`src/rtl/spi_slave_word.sv`:
```
// SPI slave that exchanges WIDTH-bit words with a master, fully oversampled in the clk domain.
// Optional frame-error pulse output is enabled by defining SPI_SLAVE_FRAME_ERR_EN.
module spi_slave_word #(
    parameter int unsigned WIDTH     = 8,
    parameter int unsigned CPOL      = 0,
    parameter int unsigned CPHA      = 0,
    parameter int unsigned MSB_FIRST = 1
) (
    input  logic             clk,
    input  logic             rst,
    input  logic             cs,
    input  logic             spi_clk,
    input  logic             mosi,
    input  logic [WIDTH-1:0] out_word,
    output logic             miso,
    output logic [WIDTH-1:0] in_word,
    output logic             finished,
    output logic             out_load,
    output logic             busy
`ifdef SPI_SLAVE_FRAME_ERR_EN
    ,
    output logic             frame_err
`endif
);

    localparam int unsigned      CNT_W     = $clog2(WIDTH);
    localparam logic             SCLK_IDLE = (CPOL != 0);
    localparam logic [CNT_W-1:0] LAST_BIT  = CNT_W'(WIDTH - 1);

    typedef enum logic {
        IDLE = 1'b0,
        XFER = 1'b1
    } state_t;

    state_t           state, state_d;
    logic             cs_s1, cs_s2, cs_s3;
    logic             sclk_s1, sclk_s2, sclk_s3;
    logic             mosi_s1, mosi_s2;
    logic [2:0]       warm;
    logic             armed, armed_d;
    logic [CNT_W-1:0] bit_cnt, bit_cnt_d;
    logic [WIDTH-1:0] rx, rx_d;
    logic [WIDTH-1:0] tx, tx_d;
    logic [WIDTH-1:0] in_word_d;
    logic             miso_d, finished_d, out_load_d, busy_d;
`ifdef SPI_SLAVE_FRAME_ERR_EN
    logic             frame_err_d;
`endif

    logic cs_fall_c, cs_rise_c, sclk_rise_c, sclk_fall_c;
    logic lead_c, trail_c, sample_c, shift_c;

    assign cs_fall_c   = cs_s3 & ~cs_s2;
    assign cs_rise_c   = ~cs_s3 & cs_s2;
    assign sclk_rise_c = ~sclk_s3 & sclk_s2;
    assign sclk_fall_c = sclk_s3 & ~sclk_s2;
    assign lead_c      = SCLK_IDLE ? sclk_fall_c : sclk_rise_c;
    assign trail_c     = SCLK_IDLE ? sclk_rise_c : sclk_fall_c;
    assign sample_c    = (CPHA == 0) ? lead_c : trail_c;
    assign shift_c     = (CPHA == 0) ? trail_c : lead_c;

    function automatic logic first_bit(input logic [WIDTH-1:0] w);
        return (MSB_FIRST != 0) ? w[WIDTH-1] : w[0];
    endfunction

    function automatic logic [WIDTH-1:0] shift_tx(input logic [WIDTH-1:0] w);
        return (MSB_FIRST != 0) ? {w[WIDTH-2:0], 1'b0} : {1'b0, w[WIDTH-1:1]};
    endfunction

    function automatic logic [WIDTH-1:0] shift_rx(input logic [WIDTH-1:0] w, input logic b);
        return (MSB_FIRST != 0) ? {w[WIDTH-2:0], b} : {b, w[WIDTH-1:1]};
    endfunction

    // Next-state and datapath; a load with CPHA=0 presents bit 0 at once and pre-shifts tx
    always_comb begin
        state_d    = state;
        armed_d    = armed | (warm[2] & cs_s3);
        bit_cnt_d  = bit_cnt;
        rx_d       = rx;
        tx_d       = tx;
        in_word_d  = in_word;
        miso_d     = miso;
        finished_d = 1'b0;
        out_load_d = 1'b0;
`ifdef SPI_SLAVE_FRAME_ERR_EN
        frame_err_d = 1'b0;
`endif
        case (state)
            IDLE: begin
                miso_d    = 1'b0;
                bit_cnt_d = '0;
                // armed blocks a cs that was already low across reset release
                if (armed && cs_fall_c) begin
                    state_d    = XFER;
                    rx_d       = '0;
                    tx_d       = out_word;
                    out_load_d = 1'b1;
                    if (CPHA == 0) begin
                        miso_d = first_bit(out_word);
                        tx_d   = shift_tx(out_word);
                    end
                end
            end
            XFER: begin
                if (cs_rise_c) begin
                    state_d   = IDLE;
                    miso_d    = 1'b0;
                    bit_cnt_d = '0;
`ifdef SPI_SLAVE_FRAME_ERR_EN
                    frame_err_d = (bit_cnt != '0);
`endif
                end else begin
                    if (finished) begin
                        tx_d       = out_word;
                        out_load_d = 1'b1;
                        if (CPHA == 0) begin
                            miso_d = first_bit(out_word);
                            tx_d   = shift_tx(out_word);
                        end
                    end else if (shift_c && ((CPHA != 0) || (bit_cnt != '0))) begin
                        // with CPHA=0 the shift edge closing a word is skipped; the reload owns miso
                        miso_d = first_bit(tx);
                        tx_d   = shift_tx(tx);
                    end
                    if (sample_c) begin
                        rx_d = shift_rx(rx, mosi_s2);
                        if (bit_cnt == LAST_BIT) begin
                            bit_cnt_d  = '0;
                            in_word_d  = shift_rx(rx, mosi_s2);
                            finished_d = 1'b1;
                        end else begin
                            bit_cnt_d = bit_cnt + CNT_W'(1);
                        end
                    end
                end
            end
            default: state_d = IDLE;
        endcase
        busy_d = (state_d == XFER);
    end

    // Synchronizers, state and output registers
    always_ff @(posedge clk or posedge rst) begin
        if (rst) begin
            cs_s1    <= 1'b1;
            cs_s2    <= 1'b1;
            cs_s3    <= 1'b1;
            sclk_s1  <= SCLK_IDLE;
            sclk_s2  <= SCLK_IDLE;
            sclk_s3  <= SCLK_IDLE;
            mosi_s1  <= 1'b0;
            mosi_s2  <= 1'b0;
            warm     <= '0;
            armed    <= 1'b0;
            state    <= IDLE;
            bit_cnt  <= '0;
            rx       <= '0;
            tx       <= '0;
            in_word  <= '0;
            miso     <= 1'b0;
            finished <= 1'b0;
            out_load <= 1'b0;
            busy     <= 1'b0;
`ifdef SPI_SLAVE_FRAME_ERR_EN
            frame_err <= 1'b0;
`endif
        end else begin
            cs_s1    <= cs;
            cs_s2    <= cs_s1;
            cs_s3    <= cs_s2;
            sclk_s1  <= spi_clk;
            sclk_s2  <= sclk_s1;
            sclk_s3  <= sclk_s2;
            mosi_s1  <= mosi;
            mosi_s2  <= mosi_s1;
            warm     <= {warm[1:0], 1'b1};
            armed    <= armed_d;
            state    <= state_d;
            bit_cnt  <= bit_cnt_d;
            rx       <= rx_d;
            tx       <= tx_d;
            in_word  <= in_word_d;
            miso     <= miso_d;
            finished <= finished_d;
            out_load <= out_load_d;
            busy     <= busy_d;
`ifdef SPI_SLAVE_FRAME_ERR_EN
            frame_err <= frame_err_d;
`endif
        end
    end

endmodule

```
`config.mk`:
```
export PLATFORM = sky130hd
export DESIGN_NAME = spi_slave_word
export DESIGN_NICKNAME = d
export VERILOG_FILES = /design/src/rtl/spi_slave_word.sv
export SDC_FILE = /design/constraint.sdc
export NUM_CORES = 1
export LEC_CHECK = 0
export CAP_MARGIN = 20
export CORE_MARGIN = 5
export CORE_UTILIZATION = 43
export CTS_CLUSTER_SIZE = 8
export DETAILED_ROUTE_END_ITERATION = 10
export HOLD_SLACK_MARGIN = 0.1
export PLACE_DENSITY_LB_ADDON = 0.3
export SYNTH_ARGS = -nofsm -noshare
export SYNTH_HDL_FRONTEND = slang
export SYNTH_SLANG_ARGS = --single-unit
```
`constraint.sdc`:
```
create_clock -name clk -period 2.23 [get_ports clk]
set_input_delay 0.669 -clock clk [delete_from_list [all_inputs] [get_ports clk]]
set_output_delay 0.669 -clock clk [all_outputs]
set_load 0.005 [all_outputs]
```
==> impl_results.md, run 1 <==
* Io pins at 25
* Largest net degree at the start of global routing at 18
* Initial antenna violation count at 0
* DRC at 0
* Core ar. at 0.00374 mm2
* Wire per inst at 13.6 um
* CTS tree: yes
* H-tree depth at 2
* Routed Antenna Nets at 0
* Non-filler cells, final at 208
* Overall routing resource usage at 0.125
* Global-route wire length before repair at 4.95 mm
* Final wirelength at 2.83 mm
* Largest family of logic cells by synthesized area: multiplexers
* Status: finished, final reports clean
* DIE WIDTH at 72.9 um
* Required @ worst endpoint at 1.56 ns
* Synth Register Bits at 41
* VDD IR-drop max at 0.000436 V
* Resize count post-CTS at 0
* M3 GR Usage at 0.0496
* Simple-Gate Fraction of Synth Area at 0.103
* Fin nets at 175
* Clk root buf: clkbuf_8
* Finish-stage setup viols at 0
* Final hold violations at 0
* Unrepaired setup endpoints after global routing: no
* Total of max-cap violations at 0
* Port bufs at 24
* Critical path class: flip-flop to output pin
* Minimum clock period at 2.02 ns
* DRT Pass-1 Iters at 4
* Average instance area after synthesis at 13.3 um2
* Setup tns final at 0 ns
* Post-synthesis mux area share at 0.157
* N_diodes at 0
* WP buf/inv at 1
* Row count at 22
* Slowest Stage Delay on Critical Path at 0.56 ns
* Max Root-Sink Buffers at 2
* Syn Std Cell Area at 0.00170 mm2
* Complex-gate fraction of the synthesized area at 0.0758
* Final Worst Setup Slack at 0.213 ns
* Final-layout fill cell count at 340
* Met2 Resource Use GR at 0.176
* DP HPWL at 2.15 mm
* Starting Density at 0.454
* DR vias at 1015
* GP Congestion at 0.729
* Post-Synth Adder-Cell Area at 0.0221
* Placed cell count at 200
* Synth-to-layout area growth at 23.3%
* Skew-Pair Late Insertion Delay at 0.29 ns
* Pre-CTS WS at 0.448 ns
* Share of layout cells above drive strength 1 at 0.163
* TritonCTS Buffers at 5
* Crit path max-delay family: buffers and inverters
* GRT met1 Usage at 0.165
* Die height at 72.9 um
* Mapped Cells at 128
* Synthesis Warnings at 0
* Period utilization at 0.904
* Crit end category: output pin
* Hold Crit Class: flip-flop to flip-flop
* Netlist cell types at 25
* Clk_skew at 0.0152 ns
* Sequential cell area fraction in the yosys report at 0.606
* Vias in the first global route at 1060
* Leakage at 0.965 nW
* Total congestion overflow at 0
* # clock sinks at 41
* Gr busiest metal: met2
* Critical Path AT at 1.35 ns
* Vias per inst at 4.88
* Pwr Density at 807 mW/mm2
* CTS Hold Bufs at 0
* Worst Path Max Fanout at 9
* Slowest-stage cell, CP: clkdlybuf4s50_1
* Crit path launch type: flip-flop
* DR iter-0 viols at 57
* Post-CTS Setup Inserts at 0
* Die area at 0.00531 mm2
* CP Cell Sequence: clkdlybuf4s50_1
* Synthesized Nets at 144
* Reg clk slew, reported paths at 0.08 ns
* Fmax at 496 MHz
* Post-Synth XOR/XNOR Area at 0
* Slew Viols, Final at 0
[layout make-up]
type / count / area, um2 / area share
clock inverters: 1 / 7.51 / 0.00358
well taps: 48 / 60.1 / 0.0286
inverters: 8 / 30.0 / 0.0143
repair buffers: 28 / 270 / 0.129
flip-flops and latches: 41 / 1030 / 0.491
multi-input cells: 75 / 613 / 0.292
clock buffers: 7 / 86.3 / 0.0412
[layout by cell type (no fill, tap or decap)]
cell,n
dfstp_2,3
clkbuf_8,6
clkdlybuf4s50_1,24
mux2i_1,2
nand2b_1,2
clkbuf_1,1
nand4_4,1
nor2_1,7
ha_1,3
o2bb2ai_1,1
nand2b_4,1
o21ai_0,2
inv_1,8
nand2_1,19
a2bb2oi_2,1
mux2_1,14
nor2b_1,1
buf_4,4
clkinvlp_4,1
dfrtp_1,38
and4bb_1,1
o21ai_1,7
conb_1,1
a21o_1,1
mux2_4,6
nor2_4,1
a31oi_4,2
a21oi_1,2
[power by group]
| group | internal [mW] | switching [mW] |
|---|---|---|
| clock network | 0.251 | 0.236 |
| logic | 0.179 | 0.121 |
| registers | 0.844 | 0.0620 |
| total | 1.27 | 0.419 |
[logic make-up (layout without fill, tap and decap cells)]
family / after synthesis / in the layout
simple gates: 33 / 33
flops: 41 / 41
compound gates: 16 / 16
mux: 22 / 22
buf+inv: 12 / 44
other cells: 1 / 1
fa+ha+maj: 3 / 3
[sequential cells by signal, summed over array words and instances (netlist names), 3 cells and up]
name and count:
in_word 8, rx 7, tx 7, bit_cnt 3
warm 3
[path summary, 6_finish.rpt]
check	end	from	slack [ns]	cells after the start
worst max-delay path	busy	state$_DFF_PP0_	0.21	1
worst min-delay path	sclk_s2$_DFF_PP0_	sclk_s1$_DFF_PP0_	0.35	0
worst max register to register	tx[5]$_DFFE_PP0P_	state$_DFF_PP0_	0.40	5
worst min register to register	sclk_s2$_DFF_PP0_	sclk_s1$_DFF_PP0_	0.35	0
max in group asynchronous	mosi_s2$_DFF_PP0_	rst	1.00	3
min in group asynchronous	state$_DFF_PP0_	rst	0.66	2
[routing by layer]
| metal | vias to the layer above | part of all wire |
|---|---|---|
| li1 | 485 | - |
| met1 | 503 | 0.45 |
| met2 | 20 | 0.46 |
| met3 | 7 | 0.064 |
| met4 | 0 | 0.021 |
| met5 | - | 0 |
[through the flow]
stage          utilization  hold WS [ns]  cell area (um2)  power (mW)
2_1_floorplan            -         0.331             1700        1.12
3_5_place_dp         0.535         0.338             2000        1.22
6_report             0.560         0.351             2100        1.69
4_1_cts              0.560         0.353             2100        1.72
3_3_place_gp         0.535         0.334             2000        1.21
5_1_grt              0.560         0.358             2100        1.80
[synth_stat cells]
cell / count / area share
ha_1: 3 / 0.022
nor2_1: 7 / 0.015
nand2b_4: 1 / 0.0081
o21ai_1: 7 / 0.021
conb_1: 1 / 0.0022
mux2_1: 14 / 0.093
a21oi_1: 2 / 0.0059
nor2_4: 1 / 0.0066
nand2_1: 19 / 0.042
nor2b_1: 1 / 0.0037
dfrtp_1: 38 / 0.56
o21ai_0: 2 / 0.0059
mux2i_1: 2 / 0.012
a2bb2oi_2: 1 / 0.0088
and4bb_1: 1 / 0.0074
buf_2: 1 / 0.0029
inv_1: 8 / 0.018
buf_4: 3 / 0.013
dfstp_2: 3 / 0.046
nand4_4: 1 / 0.013
a21o_1: 1 / 0.0044
mux2_4: 6 / 0.053
a31oi_4: 2 / 0.025
nand2b_1: 2 / 0.0074
o2bb2ai_1: 1 / 0.0052
Power figures use the tool's default switching activity.
==> run 2: changes to the inputs <==
--- a/config.mk
+++ b/config.mk
@@ -10,6 +10,7 @@
 export CORE_UTILIZATION = 43
 export CTS_CLUSTER_SIZE = 8
 export DETAILED_ROUTE_END_ITERATION = 10
+export GPL_ROUTABILITY_DRIVEN = 0
 export HOLD_SLACK_MARGIN = 0.1
 export PLACE_DENSITY_LB_ADDON = 0.3
 export SYNTH_ARGS = -nofsm -noshare
==> results of run 2 <==
Same layout as run 1: the final DEF is identical, and so are final timing and power.
==> run 3: changes to the inputs <==
--- a/config.mk
+++ b/config.mk
@@ -5,12 +5,14 @@
 export SDC_FILE = /design/constraint.sdc
 export NUM_CORES = 1
 export LEC_CHECK = 0
+export ABC_AREA = 1
 export CAP_MARGIN = 20
 export CORE_MARGIN = 5
 export CORE_UTILIZATION = 43
 export CTS_CLUSTER_SIZE = 8
 export DETAILED_ROUTE_END_ITERATION = 10
 export GPL_ROUTABILITY_DRIVEN = 0
+export GPL_TIMING_DRIVEN = 0
 export HOLD_SLACK_MARGIN = 0.1
 export PLACE_DENSITY_LB_ADDON = 0.3
 export SYNTH_ARGS = -nofsm -noshare
==> run 3 against run 2 <==
  * Area after synthesis up 9.9%
  * Synthesized cell count up 55%
  * Non-clock buffer count unchanged
  * Clock skew down 0.0088 ns
  * First-iteration DRC count up 51%
  * Cell count up 36%
  * Fmax up 8.1%
  * Worst setup slack better by 0.15 ns
  * Utilization down 2.3 points
  * Clock-buffer cell count down 2
  * Via count up 31%
  * Total power up 15%
==> impl_results.md, run 3 <==
* Fin nets at 246
* Synthesized Nets at 215
* Mapped Cells at 199
* DIE WIDTH at 75.9 um
* Sequential cell area fraction in the yosys report at 0.551
* DRC at 0
* Placed cell count at 275
* Max Root-Sink Buffers at 2
* Crit path launch type: flip-flop
* Vias in the first global route at 1345
* Unrepaired setup endpoints after global routing: no
* Initial antenna violation count at 0
* Syn Std Cell Area at 0.00187 mm2
* Routed Antenna Nets at 0
* Synthesis Warnings at 0
* Wire per inst at 12.0 um
* Most frequent cells in the layout: 81 x nand2_1, 38 x dfrtp_1, 24 x clkdlybuf4s50_1
* Critical Path AT at 1.20 ns
* Row count at 24
* Starting Density at 0.435
* Vias per inst at 4.71
* Synth Register Bits at 41
* Ys flop type: dfrtp_1
* # clock sinks at 41
* Resize count post-CTS at 0
* Synth top area share at 0.509
* Total congestion overflow at 0
* Port bufs at 24
* Setup tns final at 0 ns
* Period utilization at 0.836
* Status: finished, final reports clean
* Io pins at 25
* CP Cell Sequence: clkdlybuf4s50_1
* Core ar. at 0.00429 mm2
* Critical path class: flip-flop to output pin
* P_sw at 520 uW
* CTS Hold Bufs at 0
* CTS tree: yes
* WP buf/inv at 1
* Pwr Density at 847 mW/mm2
* Skew-Pair Late Insertion Delay at 0.29 ns
* Overall routing resource usage at 0.129
* Slew at the pin closest to its max-slew limit at 0.825 ns
* Hold Crit Class: flip-flop to flip-flop
* N_diodes at 0
* H-tree depth at 2
* P_int at 1.43 mW
* Required @ worst endpoint at 1.56 ns
* DP HPWL at 2.29 mm
* Fmax at 536 MHz
* Non-filler cells, final at 283
* Clk_skew at 0.00642 ns
* Largest net degree at the start of global routing at 42
* Switching share of power at 0.266
* Comb power frac at 0.188
* Average instance area after synthesis at 9.39 um2
* Final hold violations at 0
* Post-CTS Setup Inserts at 0
* DR vias at 1332
* Ys async rst share at 1.00
* Top cells by instance count after synthesis: 81 x nand2_1, 38 x dfrtp_1, 22 x nand3_1
* Clock power frac at 0.356
* Max transition margin at 0.449
* Top-count cell post-synth: nand2_1
* Leakage at 1.23 nW
* Global-route wire length before repair at 6.19 mm
* Crit path max-delay family: buffers and inverters
* Finish-stage setup viols at 0
* Post-synth top area cell: dfrtp_1
* Die height at 75.9 um
* DR iter-0 viols at 86
* DRT Pass-1 Iters at 4
* Minimum clock period at 1.87 ns
* Top reg by flops: in_word
* Netlist cell types at 22
* Slowest Stage Delay on Critical Path at 0.51 ns
* Reg clk slew, reported paths at 0.08 ns
* TritonCTS Buffers at 5
* Post-synth EDFFs at 0
* Commonest non-fill, non-tap cell in the layout: nand2_1
* Synth-to-layout area growth at 23.5%
* Total of max-cap violations at 0
* Largest regs: in_word (8), rx (7), tx (7)
* Clk root buf: clkbuf_8
* Sequential group share of total power at 0.456
* Slew Viols, Final at 0
* VDD IR-drop max at 0.000362 V
* Crit end category: output pin
* Share of layout cells above drive strength 1 at 0.182
* Slowest-stage cell, CP: clkdlybuf4s50_1
* Worst Path Max Fanout at 3
* Die area at 0.00576 mm2
* Final wirelength at 3.41 mm
* Synth top area cells: dfrtp_1 51%, nand2_1 16%, nand3_1 5.9%, nand3_2 4.3%, dfstp_2 4.2%
* Max FFs per register at 8
==> run 3: changes by cell type in the layout (fill, tap and decap cells not counted), sizes merged, moves of 2 or more <==
cell    delta
nand2b     -3
nand2     +72
inv       +11
mux2      -20
mux2i      -2
a31oi      -2
bufinv     +2
o21ai      -8
nor2       -4
nand3     +30
clkbuf     -2
==> run 3: layer usage <==
metal,up-vias,track usage,part of all wire
li1,680,-,-
met1,614,0.173,0.47
met2,32,0.201,0.46
met3,6,0.0367,0.054
met4,0,0.0374,0.013
met5,-,0,0
==> run 3: layout make-up <==
class	count	area (um2)
Fill cell	383	1990
Multi-Input combinational cell	135	729
Buffer	4	37.5
Clock buffer	5	68.8
Inverter	19	71.3
Clock inverter	3	65.1
Timing Repair Buffer	24	240
Sequential cell	41	1030
Tap cell	52	65.1
==> run 3: final timing paths <==
check | cells past startpoint | start | endpoint | slack (ns)
min in group asynchronous | 2 | rst | sclk_s3$_DFF_PP0_ | 0.86
max | 1 | finished$_DFF_PP0_ | finished | 0.36
min | 0 | sclk_s1$_DFF_PP0_ | sclk_s2$_DFF_PP0_ | 0.35
max in group asynchronous | 2 | rst | rx[0]$_DFFE_PP0P_ | 0.85
max reg2reg | 5 | bit_cnt[0]$_DFFE_PP0P_ | bit_cnt[0]$_DFFE_PP0P_ | 0.77
min reg2reg | 0 | sclk_s1$_DFF_PP0_ | sclk_s2$_DFF_PP0_ | 0.35
==> run 3: power by group through the flow <==
stage	sequential, mW	clock [mW]	combinational [mW]
2_1_floorplan	0.895	0	0.268
3_3_place_gp	0.902	0	0.364
3_5_place_dp	0.906	0	0.370
4_1_cts	0.891	0.713	0.372
5_1_grt	0.903	0.745	0.417
6_report	0.891	0.696	0.367
==> run 3: logic make-up (layout without fill, tap and decap cells) <==
kind of cell | Yosys count | after routing | synth area share
flops | 41 | 41 | 0.551
simple gates | 127 | 127 | 0.354
fa+ha+maj | 3 | 3 | 0.0201
other cells | 1 | 1 | 0.00201
compound gates | 4 | 4 | 0.0141
buf+inv | 23 | 55 | 0.0583
==> run 3: per-stage QoR <==
stage          utilization  instance area [um2]  hold slack, ns  setup slack [ns]  power (mW)
2_1_floorplan            -                 1870           0.331             0.620        1.16
3_3_place_gp         0.506                 2170           0.333            -0.262        1.27
3_5_place_dp         0.506                 2170           0.335             0.450        1.28
4_1_cts              0.537                 2310           0.352             0.348        1.98
5_1_grt              0.537                 2310           0.358             0.315        2.07
6_report             0.537                 2310           0.349             0.365        1.95
